$ cat config.mk
export PLATFORM = sky130hd
export DESIGN_NAME = toggle_event_decoder
export DESIGN_NICKNAME = d
export VERILOG_FILES = /design/src/rtl/toggle_event_decoder.sv
export SDC_FILE = /design/constraint.sdc
export NUM_CORES = 1
export LEC_CHECK = 0
export ABC_AREA = 1
export BUFFER_PORTS_ARGS = -buffer_cell sky130_fd_sc_hd__buf_2
export CAP_MARGIN = 15
export CORE_ASPECT_RATIO = 1.5
export CORE_MARGIN = 1
export CORE_UTILIZATION = 54
export DETAILED_ROUTE_END_ITERATION = 10
export PLACE_DENSITY = 0.78
export SLEW_MARGIN = 30
export SYNTH_ARGS = -nofsm -noshare
export SYNTH_HDL_FRONTEND = slang
export SYNTH_SLANG_ARGS = --single-unit
export TNS_END_PERCENT = 30
$ cat constraint.sdc
create_clock -name clk -period 1.71 [get_ports clk]
set_input_delay 0 -clock clk [delete_from_list [all_inputs] [get_ports clk]]
set_output_delay 0 -clock clk [all_outputs]
set_load 0.01 [all_outputs]
$ cat src/rtl/toggle_event_decoder.sv
// Consumer-side decoder for a toggle-signalled event link: samples the line,
// turns every level change into a one-cycle pulse and queues it behind valid/ready.
module toggle_event_decoder #(
    parameter int SYNC_STAGES = 2,
    parameter int CNT_W       = 8
) (
    input  logic             clk,
    input  logic             reset,
    input  logic             t_in,
    input  logic             evt_ready,
    input  logic             clr_ovf,
    output logic             evt_pulse,
    output logic             evt_rise,
    output logic             level,
    output logic             evt_valid,
    output logic [CNT_W-1:0] pending,
    output logic [CNT_W-1:0] evt_total,
    output logic             overflow
);

    localparam logic [CNT_W-1:0] CNT_MAX = '1;

    logic [SYNC_STAGES-1:0] sync_reg;
    logic                   prev_reg;
    logic                   det;
    logic                   consume;
    logic                   lost;
    logic [CNT_W-1:0]       pending_next;
    logic                   overflow_next;

    generate
        for (genvar gi = 0; gi < SYNC_STAGES; gi++) begin : g_sync
            if (gi == 0) begin : g_first
                always_ff @(posedge clk or posedge reset) begin
                    if (reset) sync_reg[0] <= 1'b0;
                    else       sync_reg[0] <= t_in;
                end
            end else begin : g_next
                always_ff @(posedge clk or posedge reset) begin
                    if (reset) sync_reg[gi] <= 1'b0;
                    else       sync_reg[gi] <= sync_reg[gi-1];
                end
            end
        end
    endgenerate

    assign det     = sync_reg[SYNC_STAGES-1] ^ prev_reg;
    assign consume = evt_valid & evt_ready;
    assign lost    = det & ~consume & (pending == CNT_MAX);
    assign level   = prev_reg;

    // A detection and a consume in the same cycle cancel; a detection with the
    // counter already full is dropped and recorded in the sticky flag instead.
    always_comb begin
        pending_next  = pending;
        overflow_next = overflow;
        if (clr_ovf) overflow_next = 1'b0;
        if (lost) overflow_next = 1'b1;
        if (det && !consume) begin
            if (pending != CNT_MAX) pending_next = pending + 1'b1;
        end else if (consume && !det) begin
            pending_next = pending - 1'b1;
        end
    end

    always_ff @(posedge clk or posedge reset) begin
        if (reset) begin
            prev_reg  <= 1'b0;
            evt_pulse <= 1'b0;
            evt_rise  <= 1'b0;
            evt_valid <= 1'b0;
            pending   <= '0;
            evt_total <= '0;
            overflow  <= 1'b0;
        end else begin
            prev_reg  <= sync_reg[SYNC_STAGES-1];
            evt_pulse <= det;
            if (det) evt_rise <= sync_reg[SYNC_STAGES-1];
            evt_valid <= (pending_next != '0);
            pending   <= pending_next;
            evt_total <= evt_total + CNT_W'(det);
            overflow  <= overflow_next;
        end
    end

endmodule

==> flow_metrics.tcl, run 1 <==
set metrics [dict create \
    p_leak_nw 0.875 \
    viasPerCell 5.30 \
    die_area_um2 2630 \
    cts_max_level 1 \
    finalHoldViolations 0 \
    clk_latency_ns 0.30 \
    crit_arrival_ns 1.80 \
    syn2layout_area_growth_pct 19.3 \
    max-vdd-ir-drop_mv 0.768 \
    nNetsFinal 210 \
    clock_skew_ns 0.00881 \
    grt_pass1_wl_mm 4.63 \
    synth.avg_cell_area_um2 7.85 \
    synth-seq-cells 23 \
    die_h_um 62.4 \
    setup_viol 0 \
    critPathKind "reg2reg" \
    design_area_um2 1560 \
    coreArea_um2 2260 \
    start_util 0.580 \
    placedInstanceArea_um2 1460 \
    grt_max_degree 24 \
    antenna_cells 0 \
    fill_cells 193 \
    max-cap-violations 0 \
    die_x_um 42.2 \
    cts_buffers 3 \
    slowest_delay_ns 0.43 \
    cts_tree "built" \
    synth_nets 176 \
    antenna_found_initial 0 \
    io_pins 26 \
    path_delay_family "simple AND/OR/NAND/NOR gates" \
    fmax_mhz 622 \
    via_count 1183 \
    synthCells 167 \
    dp_hpwl_mm 2.09 \
    hp-class "in2reg" \
    critPathMaxFanout 4 \
    drt_iter0_markers 25 \
    num_rows 21 \
    final_cells 223 \
    timing.final.crit_share 0.940 \
    required_ns 1.91 \
    root_buffer "clkbuf_4" \
    crit_start "level$_DFF_PP0_" \
    hold_start "evt_ready" \
    worst_pin_slew_ns 0.368 \
    dr.pass1.iters 4 \
    rsz0062_at_grt "true" \
    slew_viol_final 0 \
    wl_per_cell_um 12.0 \
    status "complete, no violations" \
    r2r_slack_ns 0.10 \
    synth_cell_type_count 24 \
    r2r_start "level$_DFF_PP0_" \
    yosys_warnings 0 \
    routabilityCongestion 0.906 \
    ant_nets 0 \
    p_per_area_nw_per_um2 1440 \
    whs_ns 0.208 \
    cp-end-kind "register" \
    clk_pin_slew_ns 0.13 \
    portBuffers 25 \
    dp_cells 215 \
    critPathBufInv 1 \
    slew_headroom 0.754 \
    syn-cell-area_um2 1310 \
    global_route.overflow_total 0 \
    cts.sinks 23 \
    clock_path_buffers 2 \
    grtUsageTotal 0.223 \
    grt_pass1_vias 1122 \
    critPathSlowestCell "dfrtp_1" \
    ys_seq_area_frac 0.439 \
    cp_cell_sequence "inv_1, nand2_2, nand2_4, ha_2, nand3_2, nor3_2, nand3_1, xnor2_1" \
    wirelength_mm 2.68 \
    cp-start-kind "register" \
    drc_errors 0 \
    drive_above_1_share 0.270 \
    fin_crit_ns 1.61 \
]
-- cell families (layout without fill, tap and decap cells) --
logic type / count (synthesis) / in the layout / synth area share
adder cells (fa/ha/maj): 4 / 4 / 0.0382
flip-flops: 23 / 23 / 0.439
XOR/XNOR: 10 / 10 / 0.0668
AO/OA/AOI/OAI: 7 / 7 / 0.0296
buffers and inverters: 24 / 57 / 0.0801
AND/OR/NAND/NOR: 99 / 99 / 0.346
-- worst reg2reg max path: stages (launching register included) --
cell     delay (ns)
dfrtp_1        0.43
inv_1          0.09
nand2_2        0.08
nand2_4        0.12
ha_2           0.20
nand3_2        0.10
nor3_2         0.21
nand3_1        0.12
xnor2_1        0.14
-- area by class of cell --
class / instances / area (µm²) / share of cell area
well taps: 23 / 28.8 / 0.0184
repair buffers: 32 / 185 / 0.118
clock inverters: 1 / 5.00 / 0.00320
clock buffers: 3 / 22.5 / 0.0144
flip-flops and latches: 23 / 579 / 0.370
inverters: 21 / 78.8 / 0.0504
multi-input cells: 120 / 664 / 0.425
-- report_power, final --
group	internal [mW]	switching, mW
logic	0.430	0.636
clock network	0.0872	0.155
registers	0.718	0.232
total	1.24	1.02
-- cells in the final DEF (no fill, tap or decap) --
cell type,count
nand2_1,51
buf_2,25
inv_1,20
nand3_1,20
dfrtp_1,20
nor2_1,11
xor2_1,8
nand2_2,4
buf_4,4
a21oi_1,3
nand2_4,3
clkbuf_4,3
dlygate4sd3_1,3
dfrtp_2,3
nand3_2,2
nor3_2,2
xnor2_1,2
nor2_4,2
nand4_1,2
ha_2,2
ha_1,2
o211ai_1,1
o21ai_1,1
inv_2,1
a21oi_2,1
and2_1,1
nor2_2,1
o22ai_1,1
clkinv_2,1
-- stage by stage --
stage	power [mW]	setup TNS, ns	util	setup WS [ns]
after global routing	2.46	-0.0157	0.692	-0.0157
final	2.26	0	0.692	0.103
after global placement	1.95	0	0.647	0.0658
after CTS	2.24	0	0.674	0.0504
after floorplan	1.65	0	-	0.176
after detailed placement	1.98	0	0.647	0.00851
-- Yosys cell counts --
library cell | n | share of area
nand2_1 | 51 | 0.15
dfrtp_1 | 23 | 0.44
nand3_1 | 21 | 0.080
inv_1 | 20 | 0.057
nor2_1 | 11 | 0.031
xor2_1 | 8 | 0.053
nand2_2 | 6 | 0.029
a21oi_1 | 4 | 0.015
ha_1 | 4 | 0.038
buf_4 | 2 | 0.011
nand4_1 | 2 | 0.0095
nor2_2 | 2 | 0.0095
xnor2_1 | 2 | 0.013
and2_1 | 1 | 0.0048
buf_6 | 1 | 0.0086
inv_2 | 1 | 0.0029
nand2_4 | 1 | 0.0086
nand3_2 | 1 | 0.0076
nor2_4 | 1 | 0.0086
nor3_1 | 1 | 0.0038
nor3_2 | 1 | 0.0076
o211ai_1 | 1 | 0.0057
o21ai_1 | 1 | 0.0038
o22ai_1 | 1 | 0.0048
-- repair_timing --
item | 4_1_cts | 5_1_grt
resized for setup | 1 | 10
buffers inserted | 0 | 1
endpoints found under the hold margin | 25 | 0
hold buffers | 3 | 0
setup endpoints to repair | 1 | 2
pin swaps | 0 | 1
-- worst paths after layout --
path                                          end  depth (start not counted)
setup / recovery           evt_total[7]$_DFF_PP0_                          8
max in group asynchronous    pending[1]$_DFF_PP0_                          4
hold reg to reg             sync_reg[1]$_DFF_PP0_                          0
hold / removal               overflow$_DFFE_PP0P_                          4
min in group asynchronous    evt_rise$_DFFE_PP0N_                          4
setup reg to reg           evt_total[7]$_DFF_PP0_                          8
-- layer usage --
| layer | routed length (µm) | track usage | vias up |
|---|---|---|---|
| met5 | 0 | 0 | - |
| met4 | 66 | 0.129 | 0 |
| met3 | 86 | 0.0233 | 6 |
| met2 | 1430 | 0.387 | 31 |
| met1 | 1090 | 0.258 | 557 |
| li1 | - | - | 589 |
No activity file was read; power rests on OpenSTA's default activity.
==> run 2, diff against run 1 <==
CORE_ASPECT_RATIO = default   (was 1.5)
MAX_ROUTING_LAYER = met4   (was default)
==> flow_metrics.tcl, run 2 (synthesis gave the netlist of run 1 again) <==
set metrics [dict create \
    drt_iter0_markers 48 \
    hp-class "in2reg" \
    coreArea_um2 2250 \
    die_x_um 51.3 \
    via_count 1256 \
    crit_start "pending[0]$_DFF_PP0_" \
    setup_viol 0 \
    slowest_delay_ns 0.42 \
    cts_buffers 3 \
    global_route.overflow_total 0 \
    viasPerCell 5.48 \
    crit_arrival_ns 1.87 \
    dr.pass1.iters 5 \
    clock_path_buffers 2 \
    ant_nets 0 \
    drive_above_1_share 0.254 \
    grt_pass1_wl_mm 4.77 \
    final_common_cell "nand2_1" \
    fmax_mhz 609 \
    switching_power_mw 1.08 \
    status "complete, no violations" \
    grt_pass1_vias 1169 \
    crit_path_end "evt_valid$_DFF_PP0_" \
    setup-tns-final_ns 0 \
    die_h_um 51.3 \
    p_per_area_nw_per_um2 1490 \
    p_clk_frac 0.110 \
    crit_top_cell "nand2_1" \
    antenna_found_initial 0 \
    required_ns 1.93 \
    nNetsFinal 211 \
    antenna_cells 0 \
    critPathKind "reg2reg" \
    max-cap-violations 0 \
    die_area_um2 2630 \
    p_leak_nw 0.879 \
    cp-start-kind "register" \
    wl_per_cell_um 12.8 \
    start_util 0.582 \
    timing.final.crit_share 0.961 \
    grt_max_degree 24 \
    cts.sinks 23 \
    num_rows 17 \
    r2r_start "pending[0]$_DFF_PP0_" \
    cts_max_level 1 \
    drc_errors 0 \
    r2r_slack_ns 0.07 \
    rsz0062_at_grt "true" \
    worst_pin_slew_ns 0.393 \
    dp_hpwl_mm 2.20 \
    cts_setup_buffers 0 \
    critPathSlowestCell "dfrtp_1" \
    io_pins 26 \
    wirelength_mm 2.93 \
    finalHoldViolations 0 \
    cp_cell_sequence "inv_1, ha_1, xor2_1, nand2_1, nand2_1, a21oi_1, nand3_1, nor2_1, nand2_1" \
    syn2layout_area_growth_pct 19.4 \
    clock_skew_ns 0.00140 \
    slew_viol_final 0 \
    combPwrFrac 0.496 \
    critPathMaxFanout 4 \
    finalPower_mw 2.33 \
    cts_tree "built" \
    fill_cells 187 \
    seqPwrFrac 0.394 \
    clk_pin_slew_ns 0.13 \
    cp-end-kind "register" \
    portBuffers 25 \
    routabilityCongestion 0.912 \
    switching_share 0.461 \
    max-vdd-ir-drop_mv 1.05 \
    root_buffer "clkbuf_4" \
    fin_crit_ns 1.64 \
    slew_headroom 0.737 \
    p_int_mw 1.26 \
    clk_latency_ns 0.32 \
    r2r_cells 9 \
    reg2reg_to "evt_valid$_DFF_PP0_" \
    layout_common_cells "nand2_1 (51), buf_2 (25), dfrtp_1 (22)" \
    grtUsageTotal 0.255 \
]
==> run 2: metrics by stage <==
step                 util  worst slack (ns)  std cells  area, µm²  hold slack (ns)
floorplan               -             0.176        167       1310          0.00192
global placement    0.658             0.104        222       1480           0.0417
detailed placement  0.658            0.0515        222       1480           0.0514
CTS                 0.684            0.0331        229       1540            0.212
global route        0.694           -0.0365        229       1570            0.227
finish              0.694            0.0669        229       1570            0.189
==> run 2: how the worst min path moves through the flow <==
stage | startpoint | end | slack (ns) | depth (start not counted)
floorplan | reset | evt_pulse$_DFF_PP0_ | 0.002 | 1
detailed placement | reset | sync_reg[1]$_DFF_PP0_ | 0.05 | 3
global route | evt_ready | overflow$_DFFE_PP0P_ | 0.23 | 4
global placement | reset | level$_DFF_PP0_ | 0.04 | 3
finish | evt_ready | overflow$_DFFE_PP0P_ | 0.19 | 4
CTS | evt_ready | overflow$_DFFE_PP0P_ | 0.21 | 4
==> run 2: what timing repair did <==
item / 4_1_cts / 5_1_grt
setup endpoints to repair: 0 / 3
endpoints found under the hold margin: 25 / 0
gates resized for setup: 0 / 6
hold buffers: 3 / 0
==> run 2: per-layer routing <==
metal | track usage | share of wire | vias up
met5 | - | 0 | -
met4 | 0.108 | 0.013 | 0
met3 | 0.0595 | 0.079 | 8
met2 | 0.419 | 0.49 | 67
met1 | 0.298 | 0.41 | 594
li1 | - | - | 587
==> run 2: worst max-delay path: cells and delay by family, from the launching register on <==
| family | cells | cell delay, ns |
|---|---|---|
| simple gates | 5 | 0.40 |
| flops | 1 | 0.42 |
| buf+inv | 1 | 0.10 |
| compound gates | 1 | 0.19 |
| fa+ha+maj | 1 | 0.27 |
| xor+xnor | 1 | 0.16 |
==> run 2: final cells by class <==
type / instances / area (µm²) / share of cell area
timing repair buffer: 33 / 193 / 0.123
tap: 28 / 35.0 / 0.0224
multi-input combinational: 120 / 652 / 0.416
clock buffer: 3 / 22.5 / 0.0144
sequential: 23 / 577 / 0.369
inverter: 21 / 78.8 / 0.0504
clock inverter: 1 / 7.51 / 0.00480
==> run 2: power groups by stage <==
stage               sequential [mW]  combinational (mW)  clock (mW)
detailed placement            0.918                1.12           0
floorplan                     0.973               0.678           0
CTS                           0.906                1.14       0.262
global placement              0.905                1.09           0
finish                        0.918                1.16       0.257
global route                  0.940                1.28       0.278
==> run 3, diff against run 2 <==
CELL_PAD_IN_SITES_DETAIL_PLACEMENT = 0   (was default)
CELL_PAD_IN_SITES_GLOBAL_PLACEMENT = 1   (was default)
CORE_ASPECT_RATIO = 2   (was default)
CORE_UTILIZATION = 39   (was 54)
CTS_CLUSTER_SIZE = 30   (was default)
PLACE_DENSITY = default   (was 0.78)
PLACE_DENSITY_LB_ADDON = 0.1   (was default)
==> flow_metrics.tcl, run 3 (synthesis gave the netlist of run 1 again) <==
set metrics [dict create \
    p_per_area_nw_per_um2 1510 \
    ant_nets 0 \
    drive_above_1_share 0.291 \
    seq_area_um2 579 \
    status "complete, no violations" \
    dr.pass1.iters 4 \
    wl_per_cell_um 14.1 \
    fin_ws_ns 0.116 \
    setup_viol 0 \
    portBuffers 25 \
    grt_busiest_layer "met2" \
    die_area_um2 3610 \
    die_x_um 43 \
    root_buffer "clkbuf_8" \
    worst_pin_slew_ns 0.296 \
    layout_common_cells "nand2_1 (50), buf_2 (25), inv_1 (20), nand3_1 (20), dfrtp_1 (20)" \
    grt_use_met2 0.369 \
    coreArea_um2 3190 \
    fin_crit_ns 1.59 \
    use_met1 0.216 \
    p_leak_nw 0.900 \
    antenna_cells 0 \
    clk_pin_slew_ns 0.09 \
    cts_tree "built" \
    cts_max_level 1 \
    grt_pass1_wl_mm 5.60 \
    crit_arrival_ns 1.76 \
    via_count 1193 \
    max-cap-violations 0 \
    hp-class "in2reg" \
    clk_latency_ns 0.27 \
    viasPerCell 5.10 \
    fmax_mhz 627 \
    drt_iter0_markers 12 \
    fill_cells 334 \
    grt_max_degree 24 \
    critPathMaxFanout 5 \
    dp_hpwl_mm 2.57 \
    required_ns 1.88 \
    routabilityCongestion 0.835 \
    syn2layout_area_growth_pct 25.3 \
    start_util 0.411 \
    global_route.overflow_total 0 \
    die_h_um 84 \
    drc_errors 0 \
    timing.final.crit_share 0.932 \
    slew_viol_final 0 \
    io_pins 26 \
    cp-end-kind "register" \
    cts.sinks 23 \
    grt_pass1_vias 1230 \
    wirelength_mm 3.29 \
    antenna_found_initial 0 \
    clock_path_buffers 2 \
    max-vdd-ir-drop_mv 0.683 \
    cp-start-kind "register" \
    num_rows 29 \
    cts_buffers 3 \
    grtUsageMet3 0.0260 \
    nNetsFinal 213 \
    multiInputGateArea_um2 692 \
    critPathKind "reg2reg" \
    final_common_cell "nand2_1" \
    slew_headroom 0.803 \
    setup-tns-final_ns 0 \
    grtUsageTotal 0.211 \
    preCtsSetupSlack_ns 0.0158 \
    finalHoldViolations 0 \
    clock_skew_ns 0.00902 \
]
==> run 3: worst paths after layout <==
| kind | start | end | slack (ns) | depth (start not counted) |
|---|---|---|---|---|
| worst min register to register | sync_reg[0]$_DFF_PP0_ | sync_reg[1]$_DFF_PP0_ | 0.36 | 0 |
| worst min-delay path | evt_ready | overflow$_DFFE_PP0P_ | 0.23 | 4 |
| worst max-delay path | pending[0]$_DFF_PP0_ | evt_valid$_DFF_PP0_ | 0.12 | 9 |
| min in group asynchronous | reset | evt_total[1]$_DFF_PP0_ | 0.30 | 4 |
| worst max register to register | pending[0]$_DFF_PP0_ | evt_valid$_DFF_PP0_ | 0.12 | 9 |
| max in group asynchronous | reset | pending[0]$_DFF_PP0_ | 1.16 | 4 |
==> run 3: area by class of cell <==
cell class	count	area share
clock buffer	3	0.0251
clock inverter	1	0.00305
inverter	21	0.0480
multi-input combinational	120	0.421
sequential	23	0.353
tap	31	0.0236
timing repair buffer	35	0.126
==> run 3: per-stage QoR <==
step                      hold WS, ns  cells  power [mW]   util  cell area, µm²
after global routing            0.252    234        2.69  0.514            1640
final                           0.227    234        2.48  0.514            1640
after CTS                       0.229    232        2.41  0.489            1560
after floorplan               0.00192    167        1.65      -            1310
after global placement         0.0528    225        2.04  0.466            1490
after detailed placement       0.0585    225        2.05  0.466            1490
==> run 3: what timing repair did <==
action	4_1_cts	5_1_grt
hold buffers	3	0
hold endpoints to repair	25	0
resized for setup	0	16
endpoints found under the setup margin	0	2
buffers inserted	0	2
==> run 3: report_power, final <==
| group | switching, mW | leakage (nW) | internal, mW | total (mW) |
|---|---|---|---|---|
| registers | 0.268 | 0.277 | 0.719 | 0.987 |
| logic | 0.677 | 0.598 | 0.470 | 1.15 |
| clock network | 0.179 | 0.0255 | 0.163 | 0.343 |
==> run 3: metal layers <==
layer,up-vias,routed length [µm]
met2,37,1860
met5,-,0
met4,0,159
met1,549,1190
li1,592,-
met3,15,89
==> run 3: worst max-delay path: stages, from the launching register on <==
cell and delay [ns]:
dfrtp_2 0.45, inv_1 0.11, ha_1 0.24, inv_1 0.06, nor2_1 0.18, nand3_1 0.10, nand2_1 0.07, o21ai_1 0.11
nor2_2 0.15, nand2_1 0.06
